$ cat src/rtl/ok_trigger_out_sched_if.sv
// ok_trigger_out_sched_if: user-side bundle of the Trigger Out scheduler.
// The master modport is the user/requester side. The slave modport is the
// scheduler side.
// Optional overflow signals exist only when OK_TRIGSCHED_OVERFLOW_EN is defined.
interface ok_trigger_out_sched_if #(
  parameter int NREQ = 16
);
  logic [NREQ-1:0] req;
  logic            enable;
  logic [15:0]     ep_trigger;
  logic [NREQ-1:0] pending;
  logic            busy;
`ifdef OK_TRIGSCHED_OVERFLOW_EN
  logic [NREQ-1:0] overflow;
  logic            clr_overflow;
`endif

`ifdef OK_TRIGSCHED_OVERFLOW_EN
  modport master (output req, enable, clr_overflow,
                  input  ep_trigger, pending, busy, overflow);
  modport slave  (input  req, enable, clr_overflow,
                  output ep_trigger, pending, busy, overflow);
`else
  modport master (output req, enable,
                  input  ep_trigger, pending, busy);
  modport slave  (input  req, enable,
                  output ep_trigger, pending, busy);
`endif
endinterface

$ cat src/rtl/ok_trigger_out_sched.sv
// ok_trigger_out_sched: shares the 16-bit ep_trigger bus among NREQ requesters.
// Each requester's events are counted. They are then replayed as one-cycle
// pulses with a per-bit holdoff, so the endpoint's edge detector never merges
// two events.
// Optional macro OK_TRIGSCHED_OVERFLOW_EN adds sticky per-requester
// overflow flags and a clr_overflow input.

// Per-requester lane: pending counter, holdoff countdown, pulse register.
module ok_trigger_out_sched_lane #(
  parameter int CNT_W   = 4,
  parameter int HOLDOFF = 2
) (
  input  logic ep_clk,
  input  logic ep_reset,
  input  logic req,
  input  logic grant,
`ifdef OK_TRIGSCHED_OVERFLOW_EN
  input  logic clr_overflow,
  output logic overflow,
`endif
  output logic trig,
  output logic ready,
  output logic cnt_nz
);
  localparam logic [CNT_W-1:0] CNT_MAX   = '1;
  localparam logic [4:0]       HOLD_LOAD = 5'(HOLDOFF + 1);

  logic [CNT_W-1:0] cnt;
  logic [4:0]       hold;
  logic             sat;

  assign sat    = (cnt == CNT_MAX);
  assign cnt_nz = (cnt != '0);
  // A bit whose pulse is on the bus this cycle cannot be granted again.
  // This forces a low cycle before the holdoff countdown takes over.
  assign ready  = cnt_nz && (hold == 5'd0) && !trig;

  // Counter, holdoff and pulse register. A req and a grant in the same
  // cycle cancel out. A req arriving at saturation is dropped.
  always_ff @(posedge ep_clk) begin
    if (ep_reset) begin
      cnt  <= '0;
      hold <= '0;
      trig <= 1'b0;
    end else begin
      trig <= grant;
      if (grant && !req)
        cnt <= cnt - 1'b1;
      else if (req && !grant && !sat)
        cnt <= cnt + 1'b1;
      if (grant)
        hold <= HOLD_LOAD;
      else if (hold != 5'd0)
        hold <= hold - 5'd1;
    end
  end

`ifdef OK_TRIGSCHED_OVERFLOW_EN
  // Sticky loss flag. When a set and a clear land in the same cycle,
  // the set takes priority.
  always_ff @(posedge ep_clk) begin
    if (ep_reset)
      overflow <= 1'b0;
    else if (req && sat && !grant)
      overflow <= 1'b1;
    else if (clr_overflow)
      overflow <= 1'b0;
  end
`endif
endmodule

module ok_trigger_out_sched #(
  parameter int NREQ    = 16,
  parameter int CNT_W   = 4,
  parameter int HOLDOFF = 2
) (
  input  logic                 ep_clk,
  input  logic                 ep_reset,
  ok_trigger_out_sched_if.slave bus
);
  logic [NREQ-1:0] trig;
  logic [NREQ-1:0] ready;
  logic [NREQ-1:0] cnt_nz;
  logic [NREQ-1:0] elig;
  logic [NREQ-1:0] grant;
  logic [3:0]      ptr;
  logic [3:0]      gidx;
  logic [4:0]      idx;
  logic            found;

  for (genvar i = 0; i < NREQ; i++) begin : g_lane
    ok_trigger_out_sched_lane #(
      .CNT_W   (CNT_W),
      .HOLDOFF (HOLDOFF)
    ) u_lane (
      .ep_clk       (ep_clk),
      .ep_reset     (ep_reset),
      .req          (bus.req[i]),
      .grant        (grant[i]),
`ifdef OK_TRIGSCHED_OVERFLOW_EN
      .clr_overflow (bus.clr_overflow),
      .overflow     (bus.overflow[i]),
`endif
      .trig         (trig[i]),
      .ready        (ready[i]),
      .cnt_nz       (cnt_nz[i])
    );
  end

  assign elig = ready & {NREQ{bus.enable}};

  // Round-robin pick: the first eligible index scanning from ptr,
  // wrapping modulo NREQ.
  always_comb begin
    found = 1'b0;
    gidx  = '0;
    idx   = '0;
    for (int k = 0; k < NREQ; k++) begin
      idx = {1'b0, ptr} + 5'(k);
      if (idx >= 5'(NREQ)) idx = idx - 5'(NREQ);
      if (!found && elig[idx[3:0]]) begin
        found = 1'b1;
        gidx  = idx[3:0];
      end
    end
  end

  // Decode the winning index to a one-hot grant vector.
  always_comb begin
    grant = '0;
    for (int k = 0; k < NREQ; k++)
      grant[k] = found && (gidx == 4'(k));
  end

  // The pointer moves just past the winner. With no grant it holds.
  always_ff @(posedge ep_clk) begin
    if (ep_reset)
      ptr <= '0;
    else if (found)
      ptr <= (gidx == 4'(NREQ - 1)) ? 4'd0 : gidx + 4'd1;
  end

  assign bus.ep_trigger = 16'(trig);
  assign bus.pending    = cnt_nz;
  assign bus.busy       = (|cnt_nz) || (|trig);
endmodule

$ cat src/flat_wrapper.sv
// flat-port wrapper written by rule: the top's interface ports become plain ports
module ok_trigger_out_sched_flat 
#(
  parameter int NREQ    = 16,
  parameter int CNT_W   = 4,
  parameter int HOLDOFF = 2
)
  (ep_clk, ep_reset, bus_req, bus_enable, bus_ep_trigger, bus_pending, bus_busy);
  ok_trigger_out_sched_if #(.NREQ(NREQ)) bus_i ();
  input  logic ep_clk;
  input  logic ep_reset;
  input wire logic [$bits(bus_i.req)-1:0] bus_req;
  input wire logic [$bits(bus_i.enable)-1:0] bus_enable;
  output wire logic [$bits(bus_i.ep_trigger)-1:0] bus_ep_trigger;
  output wire logic [$bits(bus_i.pending)-1:0] bus_pending;
  output wire logic [$bits(bus_i.busy)-1:0] bus_busy;
  assign bus_i.req = bus_req;
  assign bus_i.enable = bus_enable;
  assign bus_ep_trigger = bus_i.ep_trigger;
  assign bus_pending = bus_i.pending;
  assign bus_busy = bus_i.busy;
  ok_trigger_out_sched #(.NREQ(NREQ), .CNT_W(CNT_W), .HOLDOFF(HOLDOFF)) u_core (.ep_clk(ep_clk), .ep_reset(ep_reset), .bus(bus_i));
endmodule
$ cat config.mk
export PLATFORM = sky130hd
export DESIGN_NAME = ok_trigger_out_sched_flat
export DESIGN_NICKNAME = d
export VERILOG_FILES = /design/src/rtl/ok_trigger_out_sched_if.sv /design/src/rtl/ok_trigger_out_sched.sv /design/src/flat_wrapper.sv
export SDC_FILE = /design/constraint.sdc
export NUM_CORES = 1
export LEC_CHECK = 0
export CAP_MARGIN = 20
export CORE_MARGIN = 10
export CORE_UTILIZATION = 59
export DETAILED_ROUTE_END_ITERATION = 8
export DONT_BUFFER_PORTS = 1
export MAX_ROUTING_LAYER = met4
export PLACE_DENSITY = 0.81
export SKIP_CTS_REPAIR_TIMING = 1
export SLEW_MARGIN = 20
export SYNTH_ARGS = -nofsm -noshare
export SYNTH_HDL_FRONTEND = slang
export SYNTH_SLANG_ARGS = --single-unit
export TNS_END_PERCENT = 50
$ cat constraint.sdc
create_clock -name ep_clk -period 7.81 [get_ports ep_clk]
set_input_delay 1.562 -clock ep_clk [delete_from_list [all_inputs] [get_ports ep_clk]]
set_output_delay 1.562 -clock ep_clk [all_outputs]
set_load 0.005 [all_outputs]
Word-level counts from Yosys, hierarchy flattened --
Index checks and enable logic that the tools add are counted.
Storage, ports and cells: output and inout bits 33, word-level logic and storage cells 644, input bits 19, flip-flop bits (word level) 164
Cells by class: order comparisons 32, bitwise gates (word level) 1, $add $sub $neg 80, reduce and logical (&&, ||, !) cells 290, mux-type cells 145, equal/unequal tests 31
Operator list (count):
- two-way mux 4 bit | 65
- subtractor 4 x 1 -> 4 bit (second input constant) | 32
- logical AND 1 bit | 111
- == test 4 bit (second input constant) | 24
- zero test 5 bit | 16
- less-than comparator 4 x 5 -> 1 bit (second input constant) | 16
- nonzero test 5 bit | 16
- subtractor 5 x 1 -> 5 bit (second input constant) | 16
- zero test 1 bit | 79
- >= comparator 5 bit (second input constant) | 15
- adder 4 x 1 -> 4 bit (second input constant) | 17
- binary-select mux 1 bit (select 4 bit) | 16
- two-way mux 2 bit | 32
- nonzero test 2 bit | 32
- nonzero test 4 bit | 16
- adder 4 x 4 -> 5 bit (second input constant) | 8
- two-way mux 1 bit | 32
- OR reduction 16 bit | 2
- OR reduction 2 bit | 16
- adder 4 x 3 -> 5 bit (second input constant) | 4
- AND 16 bit | 1
- == test 4 x 3 -> 1 bit (second input constant) | 4
- adder 4 x 2 -> 5 bit (second input constant) | 2
- == test 4 x 2 -> 1 bit (second input constant) | 2
- 5 further kinds | 5

Longest topological paths before layout --
depth in word-level cells 59, depth in mapped cells 27, depth with buffers taken out 25

Cells and area by module --
Synthesis repeated with hierarchy kept, for this count alone.
Unflattened totals: cell total of the unflattened synthesis 1404, area total of the unflattened synthesis 11976.5 um^2
Modules (own cells, without submodules):
- ok_trigger_out_sched_lane (u_core.g_lane[0].u_lane ...) | area each 518.0 um^2, instances 15, cells an instance 59
- ok_trigger_out_sched | area each 3671.0 um^2, instances 1, cells an instance 465
- ok_trigger_out_sched_lane (u_core.g_lane[9].u_lane) | area each 535.5 um^2, instances 1, cells an instance 54

Least setup slack after synthesis --
Ideal clock, no wire load.
path kind input-to-reg, start point in bus_enable, end point reg u_core.g_lane[13].u_lane.cnt[2], setup time 0.121 ns, slack 1.330 ns, path buffers 2, stages 21, data required time 7.689 ns, arrival 6.359 ns, path through clkbuf_1 nor2b_1 clkbuf_1 a32o_1 mux4_2 mux2i_4 nand3_1 nor4_1 and3_1 a31oi_1 o32ai_1 ha_1 nand2_1 nor3_1 nand2_1 nor2_1 xor2_1 ha_1 and3_1 mux2i_1 mux2_2
On the way: longest elaborated chain between the ends 55, elaborated cells on any way between the ends 103
RTL lines:
- start, declared | line flat_wrapper.sv:13 | input wire logic [$bits(bus_i.enable)-1:0] bus_enable;
- AND 16 bit (*) | line ok_trigger_out_sched.sv:110 | assign elig = ready & {NREQ{bus.enable}};
- binary-select mux 1 bit (select 4 bit) | line ok_trigger_out_sched.sv:121 | if (!found && elig[idx[3:0]]) begin
- two-way mux 1 bit (implied by the code) | line ok_trigger_out_sched.sv:121
- two-way mux 1 bit | line ok_trigger_out_sched.sv:121
- zero test 1 bit | line ok_trigger_out_sched.sv:121
- logical AND 1 bit | line ok_trigger_out_sched.sv:121
- two-way mux 1 bit | line ok_trigger_out_sched.sv:121
- zero test 1 bit | line ok_trigger_out_sched.sv:121
- [... 38 more ...]
- zero test 1 bit | line ok_trigger_out_sched.sv:121
- logical AND 1 bit | line ok_trigger_out_sched.sv:121
- two-way mux 4 bit | line ok_trigger_out_sched.sv:121
- == test 4 bit | line ok_trigger_out_sched.sv:132 | grant[k] = found && (gidx == 4'(k));
- logical AND 1 bit (*) | line ok_trigger_out_sched.sv:132
- zero test 1 bit | line ok_trigger_out_sched.sv:49 | else if (req && !grant && !sat)
- logical AND 1 bit (2 in a row) | line ok_trigger_out_sched.sv:49
- nonzero test 2 bit (no line)
- end signal, assigned | line ok_trigger_out_sched.sv:48 | cnt <= cnt - 1'b1;
- end signal, assigned | line ok_trigger_out_sched.sv:50 | cnt <= cnt + 1'b1;
- end, declared | line ok_trigger_out_sched.sv:28 | logic [CNT_W-1:0] cnt;
Mark *: on every way between the ends. The rest lies on a longest branch, timed or not. The select of a mux whose other input is x is not followed. A chain may end at the register's enable or synchronous reset.

Final worst setup path --
start point in bus_enable, end point reg u_core.g_lane[2].u_lane.cnt[2]
On the way: longest elaborated chain between the ends 55, elaborated cells on any way between the ends 103
RTL lines (line):
- AND 16 bit (*) | ok_trigger_out_sched.sv:110
- binary-select mux 1 bit (select 4 bit) | ok_trigger_out_sched.sv:121
- two-way mux 1 bit (implied by the code) | ok_trigger_out_sched.sv:121
- two-way mux 1 bit | ok_trigger_out_sched.sv:121
- zero test 1 bit | ok_trigger_out_sched.sv:121
- logical AND 1 bit | ok_trigger_out_sched.sv:121
- two-way mux 1 bit | ok_trigger_out_sched.sv:121
- zero test 1 bit | ok_trigger_out_sched.sv:121
- [... 38 more ...]
- zero test 1 bit | ok_trigger_out_sched.sv:121
- logical AND 1 bit | ok_trigger_out_sched.sv:121
- two-way mux 4 bit | ok_trigger_out_sched.sv:121
- == test 4 x 2 -> 1 bit | ok_trigger_out_sched.sv:132
- logical AND 1 bit (*) | ok_trigger_out_sched.sv:132
- zero test 1 bit | ok_trigger_out_sched.sv:49
- logical AND 1 bit (2 in a row) | ok_trigger_out_sched.sv:49
- nonzero test 2 bit (no line)
- end signal, assigned | ok_trigger_out_sched.sv:48
- end signal, assigned | ok_trigger_out_sched.sv:50
- end, declared | ok_trigger_out_sched.sv:28
Marked as above.

==> flow_metrics.tcl <==
set metrics [dict create \
    grt_pass1_vias 10367 \
    cpLargestDelayFamily "simple AND/OR/NAND/NOR gates" \
    place.port_buffers 0 \
    synth_ff_type "dfxtp_1" \
    critPathSlowestCell "nor2b_1" \
    syn_area_per_cell_um2 8.25 \
    synth_cell_types 82 \
    cts_buffers 17 \
    fin_skew_ns 0.00998 \
    max-slew-margin-rel 0.213 \
    worst-path-buf-inv 0 \
    drv_slew 0 \
    die_x_um 162 \
    synth_area_um2 11900 \
    synth_fp_nets 1522 \
    finalHoldViolCount 0 \
    cts.path.max_buffers 2 \
    yosysTopAreaCell "dfxtp_1" \
    htree_levels 4 \
    yosys-top-cells-area "dfxtp_1 28%, ha_1 6.2%, nand2_1 4.3%" \
    critical_path.cell_chain "nor2b_1 > a32oi_1 > mux4_2 > mux2_2 > nand3_1 > nor4_1 > a211oi_1 > nand3_1 > a32oi_1 > ha_1 > and2_1 > o21a_1 > nand2_1 > nor2_1 > xor2_1 > ha_1 > or3_1 > nor3_1 > nor4_1 > nor3b_1" \
    worstSetupEndpointType "flop" \
    grt_max_degree 173 \
    rsz0062_at_grt "false" \
    hpwl_um 23600 \
    drv_cap 0 \
    drt-total-wl_um 32200 \
    wl_per_cell_um 19.3 \
    dr.pass1.iters 6 \
    finalCriticalPeriod_ns 6.80 \
    vias 10921 \
    cts.sink_count 164 \
    worst_hold_path_type "reg -> reg" \
    num-fill-cells 1717 \
    netlist.area_leader.share 0.276 \
    grt_pass1_wl_um 52300 \
    ys_async_sr_fraction 0 \
    die_h_um 162 \
    diodes 0 \
    fin_crit_sh 0.870 \
    crit_type "in -> reg" \
    tightest_slew_ns 1.17 \
    rows 51 \
    status "finished, final reports clean" \
    track_usage 0.247 \
    utilization 0.638 \
    cts_tree "done" \
    cts.clk_slew.worst_paths_ns 0.07 \
    place_congestion 1.00 \
    synth_edf_count 0 \
    slowest_delay_ns 0.65 \
    final_nets 1469 \
    drc_errors 0 \
    syn_inst 1444 \
    drtIter0Drc 1060 \
    cts_root_buf "clkbuf_16" \
    start_kind "primary input" \
    antenna_found_initial 0 \
    area_growth_pct 5.21 \
    drive_above_1_share 0.118 \
    finalSetupTns_ns 0 \
    fmax_mhz 147 \
    path_max_fanout 18 \
    arrival_ns 7.15 \
    required_ns 8.16 \
    core_area_um2 19700 \
    ys_seq_area_frac 0.276 \
    overflow 0 \
    drtAntennaViolNets 0 \
    setup_viol 0 \
    die-area_um2 26300 \
    ys_warn_count 0 \
    start_util 0.606 \
    top_level_ports 52 \
    clock_latency_ns 0.44 \
    viasPerCell 6.54 \
    ys_ff_latch 164 \
]
## tightest hold or removal path, cell delays in order, from the launching register on
cell and delay [ns]:
dfxtp_1 0.35, nand2_1 0.07, o2bb2ai_1 0.06
## registers in the layout, summed over array words and instances, names as in the netlist
register                   count
u_core.g_lane.u_lane.hold     80
u_core.g_lane.u_lane.trig     16
u_core.g_lane.u_lane.cnt      64
u_core.ptr                     4
## cells by family after synthesis
kind of cell,share of synthesized area
simple gates,0.276
xor+xnor,0.0552
flops,0.276
fa+ha+maj,0.0620
buf+inv,0.0604
compound gates,0.142
mux,0.129
## per-stage QoR
step	setup WS, ns	std cells	hold slack [ns]	area (um^2)
final	1.01	1669	0.518	12500
after global placement	0.893	1637	0.491	11900
after floorplan	1.33	1444	0.476	11900
after global routing	0.645	1669	0.547	12500
after detailed placement	0.735	1637	0.500	11900
after CTS	1.18	1669	0.516	12500
## worst paths after layout
| kind | cells after the start | slack, ns | start | endpoint |
|---|---|---|---|---|
| setup / recovery | 20 | 1.01 | bus_enable | u_core.g_lane[2].u_lane.cnt[2] |
| hold / removal | 2 | 0.52 | u_core.g_lane[5].u_lane.cnt[2] | u_core.g_lane[5].u_lane.cnt[2] |
| setup reg to reg | 20 | 1.15 | u_core.g_lane[14].u_lane.hold[0] | u_core.g_lane[2].u_lane.cnt[2] |
| hold reg to reg | 2 | 0.52 | u_core.g_lane[5].u_lane.cnt[2] | u_core.g_lane[5].u_lane.cnt[2] |
## area by class of cell
| type | count | area, um^2 | share of cell area |
|---|---|---|---|
| Inverter | 56 | 210 | 0.0168 |
| Tap cell | 265 | 332 | 0.0265 |
| Clock inverter | 15 | 173 | 0.0138 |
| Multi-Input combinational cell | 1127 | 7920 | 0.632 |
| Sequential cell | 164 | 3280 | 0.262 |
| Clock buffer | 17 | 425 | 0.0339 |
| Timing Repair Buffer | 25 | 188 | 0.0150 |
## cell usage after synthesis (33+ instances only)
cell type and count:
nor4_1 65, a21oi_1 71, mux2_2 35, ha_1 59, nor2_1 125, o21ai_0 54
nor3_1 97, clkbuf_1 59, nor2b_1 33, inv_1 52, mux2i_1 45, xnor2_1 51
buf_4 33, dfxtp_1 164, nand2_1 135
## per-layer routing
metal,global-route usage,wire (um)
met2,0.391,15000
met1,0.293,13100
met3,0.0584,2760
met5,-,0
met4,0.112,1320
## placed cells by master, fill, tap and decap left out, types with 11 or more instances in the layout
cell	instances
dfxtp_1	164
or3_1	22
inv_1	52
xnor2_1	51
mux2_2	35
o21ai_0	54
mux2i_1	45
nor2b_1	33
mux4_2	22
xor2_1	24
nand4_1	19
and3_1	20
ha_1	59
nand3_1	20
or4_1	11
nor4_1	63
nor3_1	97
nor2_1	125
clkbuf_16	17
a21oi_1	71
nor4b_1	14
nand2_1	135
a31oi_1	17
buf_4	25
Power is left out: the tool's default activity adds up to more than one toggle a clock period on the data nets, which glitch-free logic cannot reach.
